$ cat config.mk
export PLATFORM = sky130hd
export DESIGN_NAME = image_scan
export DESIGN_NICKNAME = d
export VERILOG_FILES = /design/src/rtl/img_pkg.sv /design/src/rtl/pixel_sat_add.sv /design/src/rtl/image_scan.sv
export SDC_FILE = /design/constraint.sdc
export NUM_CORES = 1
export LEC_CHECK = 0
export BUFFER_PORTS_ARGS = -buffer_cell sky130_fd_sc_hd__buf_2
export CAP_MARGIN = 5
export CORE_ASPECT_RATIO = 0.8
export CORE_MARGIN = 5
export CORE_UTILIZATION = 29
export DETAILED_ROUTE_END_ITERATION = 8
export PLACE_DENSITY = 0.53
export SYNTH_ARGS = -nofsm -noshare
export SYNTH_HDL_FRONTEND = slang
export SYNTH_SLANG_ARGS = --single-unit
export TNS_END_PERCENT = 100
$ cat constraint.sdc
create_clock -name HCLK -period 1.7 [get_ports HCLK]
set_input_delay 0.255 -clock HCLK [delete_from_list [all_inputs] [get_ports HCLK]]
set_output_delay 0.255 -clock HCLK [all_outputs]
set_load 0.05 [all_outputs]
$ cat src/rtl/img_pkg.sv
// Shared types and constants for the image scan pipeline: scan states and RGB888 pixel/pair layouts.
package img_pkg;

    localparam int unsigned BMP_BPP = 24;
    localparam int unsigned CH_W    = 8;

    typedef enum logic [2:0] {
        IDLE   = 3'd0,
        DELAY  = 3'd1,
        ACTIVE = 3'd2,
        BLANK  = 3'd3,
        FLUSH  = 3'd4
    } scan_state_e;

    typedef struct packed {
        logic [CH_W-1:0] r;
        logic [CH_W-1:0] g;
        logic [CH_W-1:0] b;
    } rgb888_t;

    // p0 (left/even pixel) occupies the low 24 bits of the memory word
    typedef struct packed {
        rgb888_t p1;
        rgb888_t p0;
    } pix_pair_t;

endpackage

$ cat src/rtl/pixel_sat_add.sv
// One 8-bit colour channel plus or minus a magnitude, saturated to [0,255] via 9-bit arithmetic.
module pixel_sat_add
    import img_pkg::*;
(
    input  logic [CH_W-1:0] i_ch,
    input  logic [CH_W-1:0] i_mag,
    input  logic            i_sub,
    output logic [CH_W-1:0] o_ch_c
);

    logic [CH_W:0] w_sum;

    // Bit 8 flags overflow on add and borrow on subtract
    always_comb begin
        w_sum  = '0;
        o_ch_c = '0;
        if (i_sub) begin
            w_sum = {1'b0, i_ch} - {1'b0, i_mag};
        end else begin
            w_sum = {1'b0, i_ch} + {1'b0, i_mag};
        end
        if (!w_sum[CH_W]) begin
            o_ch_c = w_sum[CH_W-1:0];
        end else if (i_sub) begin
            o_ch_c = '0;
        end else begin
            o_ch_c = '1;
        end
    end

endmodule

$ cat src/rtl/image_scan.sv
// Raster source: scans frame memory two pixels per clock with line blanking and emits an hsync-qualified RGB888 pair stream.
// Optional saturating brightness adjust compiled in with PIXEL_BRIGHTNESS_EN.
module image_scan
    import img_pkg::*;
#(
    parameter int unsigned WIDTH       = 100,
    parameter int unsigned HEIGHT      = 100,
    parameter int unsigned START_DELAY = 100,
    parameter int unsigned HBLANK      = 160
) (
    input  logic                                 HCLK,
    input  logic                                 HRESETn,
    input  logic                                 start,
    output logic                                 mem_rd,
    output logic [$clog2(WIDTH*HEIGHT/2)-1:0]    mem_addr,
    input  logic [47:0]                          mem_rdata,
    input  logic [7:0]                           bright_val,
    input  logic                                 bright_sub,
    output logic                                 VSYNC,
    output logic                                 hsync,
    output logic [7:0]                           DATA_R0,
    output logic [7:0]                           DATA_G0,
    output logic [7:0]                           DATA_B0,
    output logic [7:0]                           DATA_R1,
    output logic [7:0]                           DATA_G1,
    output logic [7:0]                           DATA_B1,
    output logic                                 ctrl_done
);

    localparam int unsigned PAIRS   = WIDTH / 2;
    localparam int unsigned AW      = $clog2(WIDTH * HEIGHT / 2);
    localparam int unsigned COL_W   = (PAIRS > 1) ? $clog2(PAIRS) : 1;
    localparam int unsigned ROW_W   = (HEIGHT > 1) ? $clog2(HEIGHT) : 1;
    localparam int unsigned CNT_MAX = (START_DELAY > HBLANK) ?
                                      ((START_DELAY > 2) ? START_DELAY : 2) :
                                      ((HBLANK > 2) ? HBLANK : 2);
    localparam int unsigned CNT_W   = $clog2(CNT_MAX);

    scan_state_e      r_state, w_state_nxt;
    logic [CNT_W-1:0] r_cnt, w_cnt_nxt;
    logic [COL_W-1:0] r_col, w_col_nxt;
    logic [ROW_W-1:0] r_row, w_row_nxt;
    logic [AW-1:0]    r_addr, w_addr_nxt;
    logic             w_done_nxt;

    logic             r_mem_rd, r_rd_d1, r_hsync, r_vsync, r_done;
    pix_pair_t        r_data;
    pix_pair_t        w_rdata, w_adj;

    // Next-state and counter logic; a start during the done pulse is not yet accepted
    always_comb begin
        w_state_nxt = r_state;
        w_cnt_nxt   = r_cnt;
        w_col_nxt   = r_col;
        w_row_nxt   = r_row;
        w_addr_nxt  = r_addr;
        w_done_nxt  = 1'b0;
        unique case (r_state)
            IDLE: begin
                if (start && !r_done) begin
                    w_state_nxt = DELAY;
                    w_cnt_nxt   = '0;
                    w_col_nxt   = '0;
                    w_row_nxt   = '0;
                    w_addr_nxt  = '0;
                end
            end
            DELAY: begin
                if (r_cnt == CNT_W'(START_DELAY - 1)) begin
                    w_state_nxt = ACTIVE;
                    w_cnt_nxt   = '0;
                end else begin
                    w_cnt_nxt = r_cnt + CNT_W'(1);
                end
            end
            ACTIVE: begin
                w_addr_nxt = r_addr + AW'(1);
                if (r_col == COL_W'(PAIRS - 1)) begin
                    w_col_nxt = '0;
                    w_cnt_nxt = '0;
                    if (r_row == ROW_W'(HEIGHT - 1)) begin
                        w_state_nxt = FLUSH;
                    end else begin
                        w_state_nxt = BLANK;
                        w_row_nxt   = r_row + ROW_W'(1);
                    end
                end else begin
                    w_col_nxt = r_col + COL_W'(1);
                end
            end
            BLANK: begin
                if (r_cnt == CNT_W'(HBLANK - 1)) begin
                    w_state_nxt = ACTIVE;
                    w_cnt_nxt   = '0;
                end else begin
                    w_cnt_nxt = r_cnt + CNT_W'(1);
                end
            end
            FLUSH: begin
                if (r_cnt == CNT_W'(1)) begin
                    w_state_nxt = IDLE;
                    w_cnt_nxt   = '0;
                    w_done_nxt  = 1'b1;
                end else begin
                    w_cnt_nxt = r_cnt + CNT_W'(1);
                end
            end
            default: begin
                w_state_nxt = IDLE;
            end
        endcase
    end

    // State, counters and control outputs
    always_ff @(posedge HCLK or negedge HRESETn) begin
        if (!HRESETn) begin
            r_state  <= IDLE;
            r_cnt    <= '0;
            r_col    <= '0;
            r_row    <= '0;
            r_addr   <= '0;
            r_mem_rd <= 1'b0;
            r_vsync  <= 1'b0;
            r_done   <= 1'b0;
        end else begin
            r_state  <= w_state_nxt;
            r_cnt    <= w_cnt_nxt;
            r_col    <= w_col_nxt;
            r_row    <= w_row_nxt;
            r_addr   <= w_addr_nxt;
            r_mem_rd <= (w_state_nxt == ACTIVE);
            r_vsync  <= (w_state_nxt != IDLE);
            r_done   <= w_done_nxt;
        end
    end

    assign w_rdata = pix_pair_t'(mem_rdata);

`ifdef PIXEL_BRIGHTNESS_EN
    pixel_sat_add u_sat_r0 (.i_ch(w_rdata.p0.r), .i_mag(bright_val), .i_sub(bright_sub), .o_ch_c(w_adj.p0.r));
    pixel_sat_add u_sat_g0 (.i_ch(w_rdata.p0.g), .i_mag(bright_val), .i_sub(bright_sub), .o_ch_c(w_adj.p0.g));
    pixel_sat_add u_sat_b0 (.i_ch(w_rdata.p0.b), .i_mag(bright_val), .i_sub(bright_sub), .o_ch_c(w_adj.p0.b));
    pixel_sat_add u_sat_r1 (.i_ch(w_rdata.p1.r), .i_mag(bright_val), .i_sub(bright_sub), .o_ch_c(w_adj.p1.r));
    pixel_sat_add u_sat_g1 (.i_ch(w_rdata.p1.g), .i_mag(bright_val), .i_sub(bright_sub), .o_ch_c(w_adj.p1.g));
    pixel_sat_add u_sat_b1 (.i_ch(w_rdata.p1.b), .i_mag(bright_val), .i_sub(bright_sub), .o_ch_c(w_adj.p1.b));
`else
    logic w_unused_bright;
    assign w_unused_bright = ^{bright_val, bright_sub};
    assign w_adj           = w_rdata;
`endif

    // Two-stage read-strobe delay; data captured alongside the second stage and held otherwise
    always_ff @(posedge HCLK or negedge HRESETn) begin
        if (!HRESETn) begin
            r_rd_d1 <= 1'b0;
            r_hsync <= 1'b0;
            r_data  <= '0;
        end else begin
            r_rd_d1 <= r_mem_rd;
            r_hsync <= r_rd_d1;
            if (r_rd_d1) begin
                r_data <= w_adj;
            end
        end
    end

    assign mem_rd    = r_mem_rd;
    assign mem_addr  = r_addr;
    assign VSYNC     = r_vsync;
    assign hsync     = r_hsync;
    assign ctrl_done = r_done;
    assign DATA_R0   = r_data.p0.r;
    assign DATA_G0   = r_data.p0.g;
    assign DATA_B0   = r_data.p0.b;
    assign DATA_R1   = r_data.p1.r;
    assign DATA_G1   = r_data.p1.g;
    assign DATA_B1   = r_data.p1.b;

endmodule

# Word level (Yosys, flattened, before mapping)
# Index checks and enable logic that the tools add are counted.
# word_totals
ff_bits,90
input_bits,60
out_inout_bits,65
elab_cells,66
# classes
n_addsub,4
n_eq_ne,13
mux,24
reduce_logical,9
# ops
operator,n
8-bit 2-to-1 mux,5
8-bit case mux with 5 select lines,1
13-bit case mux with 2 select lines,1
7-bit 2-to-1 mux,3
3-bit 2-to-1 mux,6
3-bit case mux with 5 select lines,1
7-bit case mux with 2 select lines,1
"13-bit by 1-bit adder with 13-bit output, second input constant",1
13-bit 2-to-1 mux,1
6-bit 2-to-1 mux,2
6-bit case mux with 2 select lines,1
"3-bit by 2-bit == test with 1-bit output, second input constant",3
"8-bit by 1-bit adder with 8-bit output, second input constant",1
"8-bit by 1-bit == test with 1-bit output, second input constant",1
"8-bit by 7-bit == test with 1-bit output, second input constant",1
"8-bit == test, second input constant",1
"7-bit by 1-bit adder with 7-bit output, second input constant",1
"7-bit == test, second input constant",1
"6-bit by 1-bit adder with 6-bit output, second input constant",1
"6-bit == test, second input constant",1
"2-bit != test, second input constant",3
5-bit nonzero test,1
4-bit AND reduction,1
"3-bit by 1-bit == test with 1-bit output, second input constant",1
other kinds (9),10

# Longest topological paths before layout
# Gate-level depths: netlist of run 1.
# logic_depth
word_depth,5
depth_mapped,8
depth_no_buf,7

# Worst setup path after synthesis of run 1
# No wires, ideal clock.
# synth_path
path_type,register to register
start,"reg r_done, in the netlist ctrl_done"
end,reg r_row[5]
arrival_time_ps,1836
path_slack_ps,-214
stages_incl_launch_ff,7
synth_period_minus_slack_ps,1914
path_cell_list,dfrtp_1 nand2b_1 nor4_4 a31oi_2 buf_6 or3_1 a21oi_1
# synth_between
elab_chain_cells,4
# synth_rtl
element,line,rtl
from (decl),image_scan.sv:46,"logic r_mem_rd, r_rd_d1, r_hsync, r_vsync, r_done;"
from (signal assigned),image_scan.sv:133,r_done <= w_done_nxt;
1-bit zero test,image_scan.sv:60,if (start && !r_done) begin
1-bit logical AND,image_scan.sv:60,
2-bit != test (no source line),--,
4-bit AND reduction (no source line),--,
to (signal assigned),image_scan.sv:129,r_row <= w_row_nxt;
to (decl),image_scan.sv:42,"logic [ROW_W-1:0] r_row, w_row_nxt;"
# Every way passes these cells.
# A chain may end at the register's enable or synchronous reset.

# Worst setup path in the final report of run 1
# layout_path
start,reg r_cnt[1]
end,"reg r_vsync, in the netlist VSYNC"
# layout_between
elab_chain_cells,4
# layout_rtl
element,line,rtl
from (decl),image_scan.sv:40,"logic [CNT_W-1:0] r_cnt, w_cnt_nxt;"
from (signal assigned),image_scan.sv:127,r_cnt <= w_cnt_nxt;
"8-bit by 1-bit == test with 1-bit output, or another cell as far along",image_scan.sv:100,if (r_cnt == CNT_W'(1)) begin
3-bit 2-to-1 mux (on tied branches),"image_scan.sv:100, image_scan.sv:69, image_scan.sv:92",
3-bit case mux with 5 select lines *,image_scan.sv:58,unique case (r_state)
3-bit nonzero test *,image_scan.sv:132,r_vsync <= (w_state_nxt != IDLE);
to (signal assigned),image_scan.sv:132,
to (decl),image_scan.sv:46,
# Mark *: on every way between the ends. The rest lies on a longest branch, timed or not.

==> key figures, run 1 <==
Finish
  • Commonest non-fill, non-tap cell in the layout: buf_2
  • Net count of the finished layout: 560
  • Antenna cell count: 0
  • Fillers: 1279
  • Commonest non-fill, non-tap cells in the layout: buf_2 (114), dfrtp_1 (83), buf_4 (52)
  • Layout cells sized above 1: between 50% and 60%
  • Register Area: 2260 um2
  • P&R area growth vs syn: 45.6%
  • Multi-input gate area: between 1500 and 2000 um2
  • Final Util: 42.5%

Die
  • DIE AREA: about 16000 um2
  • Top-level I/O count: 125
  • Total number of placement rows: 38
  • Chip width: 140 um
  • Initial Util: 29.2%
  • Core Box Area: 13400 um2
  • Die height: 114 um

Synth
  • Synth Instances: 323
  • Async SR Flop Fraction: 100%
  • Main synth FF type: dfrtp_1
  • Synth warn: 0
  • Number of flops mapped to enable cells by yosys: 0
  • Mapped cell area: 3920 um2
  • Seq/Total Area, Yosys: 57.5%
  • Syn_nets: approximately 400
  • Cell variety after synth: 41
  • Syn Area/Cell: between 10 and 15 um2
  • #FFs+latches synth: 90

Global route
  • GR Util met3: 4.19%
  • GRT Overall Usage: 11.4%
  • Gr ovfl total: 0
  • GR Layer Usage met1: about 15%
  • Vias in the first global route: 3103
  • Initial antenna violation count: 0
  • Pin count of the biggest net entering global routing: 60
  • Top Usage Layer GRT: met2
  • M2 GR Usage: 17.6%
  • First-pass GRT wire length: 15000 um

CTS
  • Max Buffers Root-to-Sink: 2
  • Sink Count: 90
  • CTS H-tree lvls: 3
  • Clk slew on worst S/H paths: 0.07 ns
  • Clock latency on the worst-skew pair: 0.34 ns
  • CTS Root Cell: clkbuf_16
  • Number of buffers created by CTS: 9
  • CTS tree: built

Timing
  • Final Hold Vio Count: 0
  • Post-layout minimum cycle time: 1.76 ns
  • Slew headroom: 75.1%
  • Achievable frequency: 567 MHz
  • Final slew viol count: 0
  • Setup ws final: -0.0650 ns
  • Clock skew: slightly above 0.01 ns
  • RSZ-0062 raised after global routing: yes
  • Worst-Margin Slew: 0.374 ns
  • Final setup vio count: 13
  • Period Utilization, post-route: 104%

Detailed routing
  • Number of remaining DRC errors: 0
  • DR vias: 3198
  • DRT Wirelength: ~9700 um
  • Drt wl/cell: 14.3 um
  • Via/cell ratio: 4.72
  • Final ANT Viol Nets: 0
  • DR iter-0 viols: 90
  • Router iterations before antenna repair: 4

Critical path
  • Reg-to-Reg Start: r_cnt[1]
  • CP arrival: 1.98 ns
  • R2r setup slk: -0.06 ns
  • Crit Path Category: register to register
  • CP Max Fanout: 3
  • Crit-path max cell delay: 0.41 ns
  • Slowest CP cell: dfrtp_1
  • Cell Chain, Critical Path: buf_4 > inv_1 > ha_1 > a31oi_4 > a21oi_4 > o311ai_4 > or3_1
  • Worst EP required: 1.91 ns
  • Reg2reg end: VSYNC
  • Critical Path End Type: register
  • R2R depth: 7
  • Startpoint types: register

Placed design
  • Hpwl dp: 6550 um
  • RD Place Congestion: 0.801
  • Buffers added on ports: 115

Power and ir drop
  • P per Cell Area: 749 nW/um2
  • Lkg Pwr: approximately 2.8 nW
  • Final Total Pwr: about 0.0043 W
  • VDD IR max: 463 uV

Run
  • Max Cap Violations: 0

Hold path
  • Worst hold path depth: 2
  • Hold Path Sink: DATA_G0[0]
  • Hold Path Class: input port to register
  • Worst Hold Launch: mem_rdata[8]

Status
  • Outcome: finished, violations left
  • Failing checks: setup timing
[Yosys cell counts (all sizes together) (5+ instances only)]
cell type | count | share of area (%)
and3 | 9 | 1.4
nor3b | 7 | 1.5
nand2 | 15 | 1.4
clkbuf | 9 | 0.86
a21oi | 9 | 1.2
o21ai | 38 | 4.9
inv | 7 | 0.67
dfrtp | 90 | 58
a31oi | 5 | 1.1
nand3 | 15 | 1.9
or3 | 6 | 0.96
buf | 5 | 1.0
ha | 6 | 1.9
nor2 | 15 | 1.4
a21o | 6 | 1.2
nand4 | 9 | 1.4
mux2 | 49 | 14
[power breakdown]
group	switching, W	internal (W)	total (W)
sequential	0.00000628	0.00215	0.00215
clock	0.000808	0.00118	0.00199
combinational	0.0000668	0.0000604	0.000127
total	0.000882	0.00339	0.00427
[area by class of cell]
cell class / instances / area share, %
Sequential cell: 90 / 39.6
Clock inverter: 5 / 1.12
Timing Repair Buffer: 173 / 18.4
Clock buffer: 10 / 4.19
Multi-Input combinational cell: 213 / 32.3
Inverter: 7 / 0.461
Tap cell: 180 / 3.95
[repair_timing]
item | 4_1_cts | 5_1_grt
hold endpoints to repair | 90 | 0
setup endpoints to repair | 24 | 25
pin swaps | 7 | 24
hold buffers | 1 | 0
buffers inserted | 2 | 15
gates resized for setup | 13 | 54
gates cloned | 0 | 2
[layer usage]
layer | vias to the layer above | part of all wire (%)
li1 | 1540 | -
met1 | 1558 | 47
met2 | 87 | 45
met3 | 13 | 6.3
met4 | 0 | 1.6
met5 | - | 0
[cell families (layout without fill, tap and decap cells)]
group	count (synthesis)	in the layout	share of synthesized area, %
buf+inv	21	195	2.56
mux	50	50	14.3
simple gates	88	88	13.1
flops	90	90	57.5
fa+ha+maj	6	6	1.92
compound gates	68	69	10.6
[state kept, by name (all words and copies together) (netlist names), 3 cells and up]
name and count:
DATA_G1 8, DATA_G0 8, r_row 7, mem_addr 13
r_cnt 8, DATA_R0 8, r_col 6, DATA_R1 8
DATA_B0 8, DATA_B1 8, r_state 3
[worst max path at each step]
stage	from	to
after floorplan	ctrl_done	r_row[2]
after global placement	r_col[1]	r_row[4]
after detailed placement	r_col[1]	r_row[2]
after CTS	r_cnt[7]	VSYNC
after global routing	r_cnt[1]	VSYNC
final	r_cnt[1]	VSYNC
[metrics by stage]
step	hold slack (ns)	setup slack (ns)	cell area [um2]	instances	setup TNS, ns
floorplan	-0.0406	-0.144	3940	323	-0.572
global placement	0.283	-0.0596	4980	643	-0.493
detailed placement	0.279	-0.135	4980	643	-0.932
CTS	0.130	-0.0494	5350	661	-0.123
global route	0.135	-0.150	5700	678	-1.73
finish	0.145	-0.0650	5700	678	-0.448
[worst max-delay path: cells and delay by family, from the launching register on]
kind            cells  cell delay (ns)
compound gates      3             0.47
fa+ha+maj           1             0.23
buf+inv             2             0.24
flops               1             0.41
simple gates        1             0.31
Power figures use the tool's default switching activity.
==> run 2, diff against run 1 <==
--- a/config.mk
+++ b/config.mk
@@ -9,9 +9,9 @@
 export CAP_MARGIN = 5
 export CORE_ASPECT_RATIO = 0.8
 export CORE_MARGIN = 5
-export CORE_UTILIZATION = 29
+export CORE_UTILIZATION = 45
 export DETAILED_ROUTE_END_ITERATION = 8
-export PLACE_DENSITY = 0.53
+export PLACE_DENSITY = 0.76
 export SYNTH_ARGS = -nofsm -noshare
 export SYNTH_HDL_FRONTEND = slang
 export SYNTH_SLANG_ARGS = --single-unit
==> run 2 against run 1 <==
  * Worst setup slack got worse by 0.060 ns
  * Sequential share of layout area rose by 2.6 points
  * Non-clock buffer count shrank 8
  * Clock power decreased by 22%
  * Register-to-register slack lost 0.06 ns
  * The flow still finishes with violations (setup timing)
  * Critical path type unchanged
  * Final area shrank 6.3%
==> key figures, run 2 (same netlist as run 1, synthesis figures left out) <==
Global route
  • Pin count of the biggest net entering global routing: 40
  • Initial antenna violation count: 0
  • First-pass GRT wire length: 14400 um
  • Vias in the first global route: between 3000 and 4000
  • Gr ovfl total: 0
  • GRT Overall Usage: 16.7%

Detailed routing
  • DR vias: 3171
  • Drt wl/cell: 15.1 um
  • Router iterations before antenna repair: 4
  • DR iter-0 viols: around 190
  • Via/cell ratio: 5.26
  • DRT Wirelength: around 9100 um
  • Number of remaining DRC errors: 0
  • Final ANT Viol Nets: 0

Critical path
  • Reg-to-Reg Start: r_cnt[2]
  • Critical Path End Type: register
  • Delay-heaviest family, CP: simple AND/OR/NAND/NOR gates
  • Number of cells on the critical path: 5
  • Worst path bufs/invs: 0
  • Setup crit start: r_cnt[2]
  • Crit-path max cell delay: 0.42 ns
  • Startpoint types: register
  • Worst EP required: 1.94 ns
  • Slowest CP cell: dfrtp_1
  • CP Max Fanout: 4
  • CP arrival: ~2.1 ns
  • Crit Path Category: register to register
  • R2R depth: 5
  • Cell Chain, Critical Path: nor4_4 > a31oi_2 > a21oi_4 > o311ai_2 > or3_1
  • R2r setup slk: -0.12 ns

Timing
  • Final Hold Vio Count: 0
  • Achievable frequency: 548 MHz
  • Slew headroom: a little under three quarters
  • Hold_ws: 0.119 ns
  • Setup ws final: -0.125 ns
  • Worst-Margin Slew: roughly 0.43 ns
  • TNS Setup: -1.03 ns
  • Period Utilization, post-route: 107%
  • Final setup vio count: 14
  • Clock skew: between 0.007 and 0.008 ns
  • RSZ-0062 raised after global routing: yes
  • Post-layout minimum cycle time: 1.82 ns
  • Final slew viol count: 0

Run
  • Max Cap Violations: 0

Die
  • DIE AREA: 10700 um2
  • Top-level I/O count: 125
  • Total number of placement rows: 30
  • Initial Util: between 40 and 50%
  • Chip width: 114 um
  • Die height: 93.4 um
  • Core Box Area: 8480 um2

Power and ir drop
  • Combinational share of power: 3.3%
  • Switching pwr: 0.000911 W
  • P per Cell Area: 718 nW/um2
  • Flop pwr share: 56.0%
  • Clock power frac: 40.7%
  • Sw Share: 23.7%
  • Lkg Pwr: 2.68 nW
  • VDD IR max: 439 uV
  • Pint: 0.00293 W

Finish
  • Commonest non-fill, non-tap cells in the layout: buf_2 (115), dfrtp_1 (84), mux2_2 (49)
  • Max reg flops: 13
  • Multi-input gate area: 1700 um2
  • Net count of the finished layout: 552
  • P&R area growth vs syn: 36.5%
  • Antenna cell count: 0
  • Fin area: ~5300 um2
  • Commonest non-fill, non-tap cell in the layout: buf_2
  • Register Area: about 2300 um2
  • Fillers: roughly 670
  • Layout cells sized above 1: 53.2%
  • Final Util: 63.0%

CTS
  • Sink Count: 90
  • Number of buffers created by CTS: 9
  • Clock latency on the worst-skew pair: 0.36 ns
  • CTS H-tree lvls: 3
  • CTS Root Cell: clkbuf_8
  • CTS tree: built
  • Clk slew on worst S/H paths: 0.10 ns
  • Max Buffers Root-to-Sink: 2

Placed design
  • Buffers added on ports: 115
  • RD Place Congestion: 0.798
  • Setup slack at placement: -0.140 ns
  • Hpwl dp: 6550 um
  • Placed cell area: 4920 um2

Hold path
  • Worst Hold Launch: mem_rdata[15]
  • Hold Path Class: input port to register
  • Worst hold path depth: 2

Status
  • Failing checks: setup timing
  • Outcome: finished, violations left
-- run 2: what timing repair did --
action / CTS / global route
endpoints found under the hold margin: 30 / 0
buffers inserted: 4 / 5
endpoints found under the setup margin: 20 / 32
gates cloned: 0 / 2
resized for setup: 9 / 15
hold buffers: 1 / 0
pin swaps: 0 / 2
-- run 2: layout make-up --
type                            count  area share, %
Clock inverter                      7           1.73
Tap cell                          112           2.62
Inverter                            7          0.492
Clock buffer                        9           2.32
Multi-Input combinational cell    213           31.7
Sequential cell                    90           42.3
Timing Repair Buffer              165           18.8
-- run 2: power by group through the flow --
stage / combinational [W] / sequential (W) / clock, W
floorplan: 0.0000109 / 0.00219 / 0
global placement: 0.000124 / 0.00219 / 0
detailed placement: 0.000129 / 0.00219 / 0
CTS: 0.000131 / 0.00215 / 0.00162
global route: 0.000145 / 0.00215 / 0.00171
finish: 0.000127 / 0.00215 / 0.00156
-- run 2: layer usage --
metal / vias up / GRT usage [%] / routed length (um)
li1: 1511 / - / -
met1: 1541 / 22.5 / 4020
met2: 114 / 26.6 / 4270
met3: 5 / 4.66 / 776
met4: 0 / 4.85 / 70
met5: - / 0 / 0
-- run 2: path summary, 6_finish.rpt --
| check | to |
|---|---|
| min in group asynchronous | DATA_B0[3] |
| max in group asynchronous | r_state[0] |
| worst max register to register | VSYNC |
| worst min register to register | r_rd_d1 |
| worst min-delay path | DATA_G0[7] |
| worst max-delay path | VSYNC |
-- run 2: through the flow --
stage / total power (W) / cells
2_1_floorplan: 0.00220 / 323
3_3_place_gp: 0.00232 / 575
3_5_place_dp: 0.00232 / 575
4_1_cts: 0.00390 / 596
5_1_grt: 0.00401 / 603
6_report: 0.00384 / 603
==> run 3, diff against run 2 <==
--- a/config.mk
+++ b/config.mk
@@ -12,6 +12,8 @@
 export CORE_UTILIZATION = 45
 export DETAILED_ROUTE_END_ITERATION = 8
 export PLACE_DENSITY = 0.76
+export SKIP_LAST_GASP = 1
+export SLEW_MARGIN = 20
 export SYNTH_ARGS = -nofsm -noshare
 export SYNTH_HDL_FRONTEND = slang
 export SYNTH_SLANG_ARGS = --single-unit
==> run 3 against run 2 <==
  * The run still ends with setup timing left
  * First-iteration DRC count shrank 1.6%
  * Via count shrank 0.69%
  * Clock power is essentially flat
  * Clock-buffer cell count is the same
  * Hold slack lost 0.0019 ns
  * Worst setup slack gained 0.0014 ns
  * Combinational power is essentially flat
  * Maximum frequency is essentially flat
  * Core utilization shrank 0.43 points
  * Register-to-register slack is essentially flat
  * Final area shrank 0.68%
  * Largest cell class unchanged
  * Largest power group unchanged
==> key figures, run 3 (same netlist as run 1, synthesis figures left out) <==
Placed design
  • RD Place Congestion: 0.798
  • Dpl cells: 575
  • Hpwl dp: around 6500 um
  • Buffers added on ports: 115

Detailed routing
  • DRT Wirelength: 8900 um
  • Drt wl/cell: roughly 15 um
  • Final ANT Viol Nets: 0
  • DR iter-0 viols: 182
  • DR vias: 3149
  • Router iterations before antenna repair: 4
  • Number of remaining DRC errors: 0
  • Via/cell ratio: 5.23

Global route
  • Pin count of the biggest net entering global routing: 40
  • GRT Overall Usage: 16.6%
  • Initial antenna violation count: 0
  • First-pass GRT wire length: 14300 um
  • Gr ovfl total: 0
  • Vias in the first global route: between 3000 and 4000

Timing
  • Setup ws final: -0.123 ns
  • Final Hold Vio Count: 0
  • Final slew viol count: 0
  • Post-layout minimum cycle time: 1.82 ns
  • Achievable frequency: about 550 MHz
  • Slew headroom: 71.3%
  • Worst-Margin Slew: 0.431 ns
  • Clock skew: ~0.0085 ns
  • RSZ-0062 raised after global routing: yes
  • Period Utilization, post-route: 107%
  • Final setup vio count: 16

Finish
  • Commonest non-fill, non-tap cells in the layout: buf_2 (114), dfrtp_1 (85), mux2_2 (49)
  • Fin cells: between 600 and 700
  • Max reg flops: 13
  • Commonest non-fill, non-tap cell in the layout: buf_2
  • P&R area growth vs syn: 35.5%
  • Net count of the finished layout: between 500 and 600
  • Layout cells sized above 1: between 50 and 60%
  • Antenna cell count: 0

Hold path
  • Hold Path Class: input port to register

CTS
  • Number of buffers created by CTS: 9
  • Clk slew on worst S/H paths: ~0.1 ns
  • Max Buffers Root-to-Sink: 2
  • CTS Root Cell: clkbuf_8
  • CTS H-tree lvls: 3
  • Clock latency on the worst-skew pair: about 0.36 ns
  • CTS tree: built
  • Sink Count: 90

Critical path
  • CP Max Fanout: 4
  • CP arrival: 2.06 ns
  • Worst path bufs/invs: 0
  • Worst EP required: 1.94 ns
  • Crit Path Category: register to register
  • Slowest CP cell: dfrtp_1
  • Startpoint types: register
  • Delay-heaviest family, CP: simple AND/OR/NAND/NOR gates
  • Crit-path max cell delay: 0.42 ns
  • Cell Chain, Critical Path: nor4_4 > a311oi_2 > a21oi_2 > o311ai_2 > or3_1
  • Critical Path End Type: register

Die
  • DIE AREA: 10700 um2
  • Total number of placement rows: 30
  • Chip width: ~110 um
  • Top-level I/O count: 125
  • Die height: 93.4 um
  • Initial Util: about 46%
  • Core Box Area: 8480 um2

Status
  • Outcome: finished, violations left
  • Failing checks: setup timing

Power and ir drop
  • P per Cell Area: 724 nW/um2
  • Final Total Pwr: ~0.0038 W
  • Lkg Pwr: 2.66 nW
  • VDD IR max: 441 uV

Run
  • Max Cap Violations: 0
==> run 3: changes by cell type in the layout (fill, tap and decap cells not counted), sizes merged <==
cell | before | now
buf | 164 | 163
==> run 3: per-layer routing <==
metal  wire length, um  vias to the layer above  global-route usage, %
met2              4130                      106                   26.5
li1                  -                     1508                      -
met3               731                        5                   5.24
met4                46                        0                   3.07
met1              4000                     1530                   22.5
met5                 0                        -                      0
==> run 3: metrics by stage <==
stage | setup TNS [ns] | utilization [%] | cell area [um2] | hold slack [ns] | setup slack, ns
after floorplan | -0.572 | - | 3940 | -0.0406 | -0.144
after CTS | -0.777 | 61.2 | 5190 | 0.101 | -0.109
after global routing | -2.87 | 62.6 | 5310 | 0.0960 | -0.230
final | -1.06 | 62.6 | 5310 | 0.117 | -0.123
after detailed placement | -1.32 | 57.9 | 4920 | 0.227 | -0.140
after global placement | -0.306 | 57.9 | 4920 | 0.219 | -0.0544
==> run 3: where the power goes <==
group          switching (W)  total [W]  leakage [nW]  internal, W
Clock               0.000845    0.00157         0.109     0.000721
Sequential        0.00000501    0.00215          1.12      0.00214
Combinational      0.0000657   0.000127          1.43    0.0000608
==> run 3: repair_timing <==
item / 4_1_cts / 5_1_grt
gates cloned: 0 / 1
hold buffers: 1 / 0
setup endpoints to repair: 20 / 33
buffers inserted: 4 / 5
resized for setup: 5 / 13
pin swaps: 0 / 2
hold endpoints to repair: 30 / 0
==> run 3: path summary, 6_finish.rpt <==
path                            depth (start not counted)  slack, ns          to          start
worst min register to register                          0       0.39     r_rd_d1         mem_rd
max in group asynchronous                               3       0.81   ctrl_done        HRESETn
worst max-delay path                                    5      -0.12       VSYNC       r_cnt[2]
worst min-delay path                                    2       0.12  DATA_G1[0]  mem_rdata[32]
min in group asynchronous                               2       0.37  DATA_B0[3]        HRESETn
worst max register to register                          5      -0.12       VSYNC       r_cnt[2]
==> run 3: layout make-up <==
cell class                      count  area (um2)
Sequential cell                    90        2260
Multi-Input combinational cell    213        1670
Clock inverter                      7        92.6
Inverter                            7        26.3
Clock buffer                        9         124
Timing Repair Buffer              164         993
Fill cell                         675        3180
Tap cell                          112         140
==> run 3: worst reg2reg max path, stage by stage, from the launching register on <==
cell      delay, ns
dfrtp_1        0.42
nor4_4         0.39
a311oi_2       0.18
a21oi_2        0.24
o311ai_2       0.16
or3_1          0.33
